<file path="config.mk">
export PLATFORM = sky130hd
export DESIGN_NAME = width_down_serializer
export DESIGN_NICKNAME = d
export VERILOG_FILES = /design/src/rtl/width_down_serializer.sv
export SDC_FILE = /design/constraint.sdc
export NUM_CORES = 1
export LEC_CHECK = 0
export ABC_AREA = 1
export CORE_MARGIN = 4
export CORE_UTILIZATION = 52
export CTS_BUF_LIST = sky130_fd_sc_hd__clkbuf_8 sky130_fd_sc_hd__clkbuf_16
export CTS_CLUSTER_SIZE = 28
export DETAILED_ROUTE_END_ITERATION = 16
export GPL_ROUTABILITY_DRIVEN = 0
export GPL_TIMING_DRIVEN = 0
export PLACE_DENSITY_LB_ADDON = 0.05
export REMOVE_ABC_BUFFERS = 1
export SYNTH_ARGS = -nofsm -noshare
export SYNTH_HDL_FRONTEND = slang
export SYNTH_SLANG_ARGS = --single-unit
</file>
<file path="constraint.sdc">
create_clock -name clk -period 2.2 [get_ports clk]
set_clock_uncertainty 0.2 [all_clocks]
set_input_delay 0.44 -clock clk [delete_from_list [all_inputs] [get_ports clk]]
set_output_delay 0.44 -clock clk [all_outputs]
set_load 0.01 [all_outputs]
</file>
<file path="src/rtl/width_down_serializer.sv">
// Width-down serializer: takes one parallel word of 1..MAX_LANES lanes
// (a power of two chosen per word by dataS) and emits it one LANE_W-bit
// lane per cycle, with valid/ready on both sides and an end-of-word flag.
module width_down_serializer #(
   parameter int LANE_W    = 8,
   parameter int MAX_LANES = 4,
   parameter bit MSB_FIRST = 1'b1
) (
   input  logic                        clk,
   input  logic                        rst,
   input  logic                        enb,
   input  logic [2:0]                  dataS,
   input  logic [LANE_W*MAX_LANES-1:0] dataIn,
   input  logic                        inValid,
   output logic                        inReady,
   output logic [LANE_W-1:0]           dataOut,
   output logic                        outValid,
   input  logic                        outReady,
   output logic                        outLast,
   output logic                        busy
);

   localparam int WORD_W  = LANE_W * MAX_LANES;
   localparam int SEL_MAX = $clog2(MAX_LANES);
   // Counter must hold MAX_LANES itself, hence one extra bit.
   localparam int CNT_W   = SEL_MAX + 1;

   typedef enum logic {IDLE, SHIFT} state_t;

   state_t              state_q;
   logic [CNT_W-1:0]    cnt_q;
   logic [WORD_W-1:0]   sr_q;
   logic [LANE_W-1:0]   dout_q;

   logic [CNT_W-1:0]    lanes_d;
   logic [LANE_W-1:0]   first_lane;
   logic [WORD_W-1:0]   first_rest;
   logic [LANE_W-1:0]   next_lane;
   logic [WORD_W-1:0]   next_rest;
   logic                last_lane;
   logic                accept;
   logic                xfer;

   // Lane count of the offered word; oversized selects saturate to MAX_LANES.
   always_comb begin
      if (int'(dataS) > SEL_MAX) begin
         lanes_d = CNT_W'(MAX_LANES);
      end else begin
         lanes_d = CNT_W'(1) << dataS;
      end
   end

   generate
      if (MSB_FIRST) begin : g_msb_first
         logic [WORD_W-1:0] aligned;
         // Left-justify the used lanes so the top lane is always emitted
         // next; unused upper lanes fall off the top of the shift.
         always_comb begin
            aligned    = dataIn << (LANE_W * (MAX_LANES - int'(lanes_d)));
            first_lane = aligned[WORD_W-1 -: LANE_W];
            first_rest = aligned << LANE_W;
            next_lane  = sr_q[WORD_W-1 -: LANE_W];
            next_rest  = sr_q << LANE_W;
         end
      end else begin : g_lsb_first
         // Lane 0 goes out first; the remainder shifts down toward lane 0.
         // Unused upper lanes may remain in the register but are never
         // reached because the counter ends the word first.
         always_comb begin
            first_lane = dataIn[LANE_W-1:0];
            first_rest = dataIn >> LANE_W;
            next_lane  = sr_q[LANE_W-1:0];
            next_rest  = sr_q >> LANE_W;
         end
      end
   endgenerate

   // Handshake qualifiers; a new word may enter on the same edge the
   // previous word's final lane leaves, so back-to-back words have no gap.
   always_comb begin
      last_lane = (cnt_q == CNT_W'(1));
      inReady   = enb & ~rst & ((state_q == IDLE) | (last_lane & outReady));
      outValid  = enb & (state_q == SHIFT);
      outLast   = outValid & last_lane;
      accept    = enb & inValid & inReady;
      xfer      = outValid & outReady;
      busy      = (state_q == SHIFT);
      dataOut   = dout_q;
   end

   // Control FSM and datapath: load on accept, advance one lane per transfer,
   // hold everything while disabled or backpressured.
   always_ff @(posedge clk or posedge rst) begin
      if (rst) begin
         state_q <= IDLE;
         cnt_q   <= '0;
         sr_q    <= '0;
         dout_q  <= '0;
      end else if (enb) begin
         if (accept) begin
            state_q <= SHIFT;
            cnt_q   <= lanes_d;
            sr_q    <= first_rest;
            dout_q  <= first_lane;
         end else if (xfer) begin
            if (last_lane) begin
               // Word finished with nothing queued: dataOut keeps its value.
               state_q <= IDLE;
               cnt_q   <= '0;
            end else begin
               cnt_q  <= cnt_q - CNT_W'(1);
               sr_q   <= next_rest;
               dout_q <= next_lane;
            end
         end
      end
   end

endmodule

</file>
==> metrics <==
Most Crowded Layer GR met2; MaxCap Viol Count 0; # IOs 52; met1 Track Usage GR 0.342; DP Cell Count 502; synth top area cells dfrtp_1, nand2_1, inv_1, nand3_1, o31ai_1; CTS tree done; synthesized instance count 402; largest fanout on the critical path 19; clock-pin slew on the worst setup and hold paths 0.07 ns; DR vias/cell 5.25; worst-margin pin slew 0.787 ns; Residual DRC 0; met3 Usage GRT 0.0313; final WL 7.93 mm; fmax 466 MHz; Post-synth top cells nand2_1, inv_1, dfrtp_1; max_slew headroom 0.474; post-synth cell types 25; reg-to-reg endpoint sr_q[29]$_DFFE_PP0P_; GR Util met2 0.458; outcome complete, no violations; endpoints failing setup 0; initial DRC count 299; first-pass GRT wire length 12.7 mm; worst hold endpoint sr_q[24]$_DFFE_PP0P_; Core Util, Final 0.723; die area 0.00605 mm2; Peak VDD IR 0.000463 V; CTS Sinks 36; GRT Total Usage 0.267; placed cell area 0.00302 mm2; Design Area, Final 0.00342 mm2; Netlist Area Pre-Place 0.00253 mm2; Post-synth EDFFs 0; max-slew violations 0; Starting Density 0.536; remaining antenna violation count after routing 0; critical path arrival 2.14 ns; synthesized area per cell 6.30 um2; antenna diode count 0; grt total ovfl 0; CTS Root Cell clkbuf_8; top_reg_cell synth dfrtp_1; Hold Path Depth 2; final period utilization 0.976; r2r setup slk 0.21 ns; register area share after synthesis 0.356; worst r2r path cells 11; Async SR Flop Fraction 1.00; vias after detailed routing 2806; FF+latch count, synth 36; clk buf depth 2; DP Wirelength 4.02 mm; CP Capture Type flip-flop; CTS Hold Bufs 0; Final Net Count 509; core region area 0.00472 mm2; Worst Setup Path Type in -> reg; CP Data Required Time 2.20 ns; Die Y 77.8 um; share of cells above drive strength 1 0.131; Worst-Skew Late Latency 0.29 ns; Port Buffers 51; total negative slack 0 ns; Yosys warning count 0; site row count 25; Non-Filler Instances 534; most common cell in the netlist nand2_1; reg-to-reg startpoint cnt_q[1]$_DFFE_PP0P_; Power Density 911 mW/mm2; biggest area consumer among synthesized cells dfrtp_1; initial antenna violation count 0; Lkg Pwr 1.83 nW; Area Growth Syn to Fin 34.9%; hold crit path type reg -> reg; final hold vios 0; Hold WS 0.288 ns; DRT Pass-1 Iters 5; largest net degree at the start of global routing 37; Final min period 2.15 ns; H-tree lvl count 2; Avg WL per Cell 14.8 um; CTS Buf Count 5; Horiz. Die Dim 77.8 um; Synth top area share 0.356; vias in the first global route 2640; Worst setup SP type input pin; origin of the worst min-delay path sr_q[24]$_DFFE_PP0P_
[metrics by stage]
step / total power [mW] / worst slack [ns]
2_1_floorplan: 1.84 / -0.662
3_3_place_gp: 2.29 / -2.23
3_5_place_dp: 2.32 / -2.30
4_1_cts: 3.04 / 0.0234
5_1_grt: 3.36 / -0.0318
6_report: 3.11 / 0.0522
[report_power, final]
group | internal (mW) | switching (mW)
clock | 0.332 | 0.254
sequential | 0.943 | 0.162
combinational | 0.624 | 0.798
total | 1.90 | 1.21
[logic make-up after synthesis]
group	count (synthesis)	synth area share
simple gates	244	0.396
fa+ha+maj	3	0.0148
compound gates	42	0.0994
xor+xnor	2	0.00692
flops	36	0.356
buf+inv	75	0.127
[area by class of cell]
type	count	area, um2
well taps	67	83.8
clock inverters	3	38.8
multi-input cells	295	1450
clock buffers	5	68.8
repair buffers	71	649
flip-flops and latches	36	901
inverters	57	221
fillers	403	1310
[worst max path at each step]
stage	startpoint	end	slack, ns	cells after the start
4_1_cts	outReady	sr_q[23]$_DFFE_PP0P_	0.02	10
2_1_floorplan	dataS[1]	sr_q[24]$_DFFE_PP0P_	-0.66	11
3_5_place_dp	dataS[1]	sr_q[9]$_DFFE_PP0P_	-2.30	7
5_1_grt	enb	sr_q[9]$_DFFE_PP0P_	-0.03	8
6_report	enb	sr_q[9]$_DFFE_PP0P_	0.05	8
3_3_place_gp	dataS[1]	sr_q[9]$_DFFE_PP0P_	-2.23	7
[routing by layer]
| metal | part of all wire | vias up | wire [um] |
|---|---|---|---|
| met5 | 0 | - | 0 |
| met4 | 0.025 | 0 | 199 |
| met3 | 0.099 | 30 | 788 |
| met2 | 0.49 | 168 | 3850 |
| met1 | 0.39 | 1249 | 3090 |
| li1 | - | 1359 | - |
[critical path, stage by stage]
cell and delay, ns:
clkdlybuf4s50_1 0.50, nand2_1 0.09, inv_2 0.07, nand2_2 0.28, o21ai_4 0.28, buf_4 0.20, nand3_1 0.07, o21ai_0 0.20
[state kept, by name, summed over array words and instances (netlist names)]
| register | cells |
|---|---|
| busy | 1 |
| cnt_q | 3 |
| dataOut | 8 |
| sr_q | 24 |
[placed cells by master (no fill, tap or decap), types with 2 or more instances in the layout]
| cell | netlist | routed |
|---|---|---|
| a21oi_1 | 8 | 8 |
| buf_4 | 4 | 20 |
| clkbuf_2 | 1 | 2 |
| clkbuf_8 | 0 | 5 |
| clkdlybuf4s50_1 | 0 | 45 |
| dfrtp_1 | 36 | 36 |
| dlygate4sd2_1 | 0 | 3 |
| inv_1 | 52 | 52 |
| inv_2 | 4 | 4 |
| nand2_1 | 182 | 180 |
| nand2_2 | 2 | 3 |
| nand3_1 | 28 | 27 |
| nor2_1 | 21 | 18 |
| nor2_4 | 1 | 5 |
| o21ai_0 | 16 | 16 |
| o21ai_1 | 2 | 2 |
| o21ai_4 | 0 | 2 |
| o31ai_1 | 15 | 15 |
| or2_2 | 8 | 8 |
[what timing repair did]
action	in CTS	in global routing
gates resized for setup	26	7
gates cloned	3	1
setup buffers	14	6
pin swaps	8	3
endpoints found under the setup margin	39	36
Note: power is estimated with default switching activity, not from simulation.
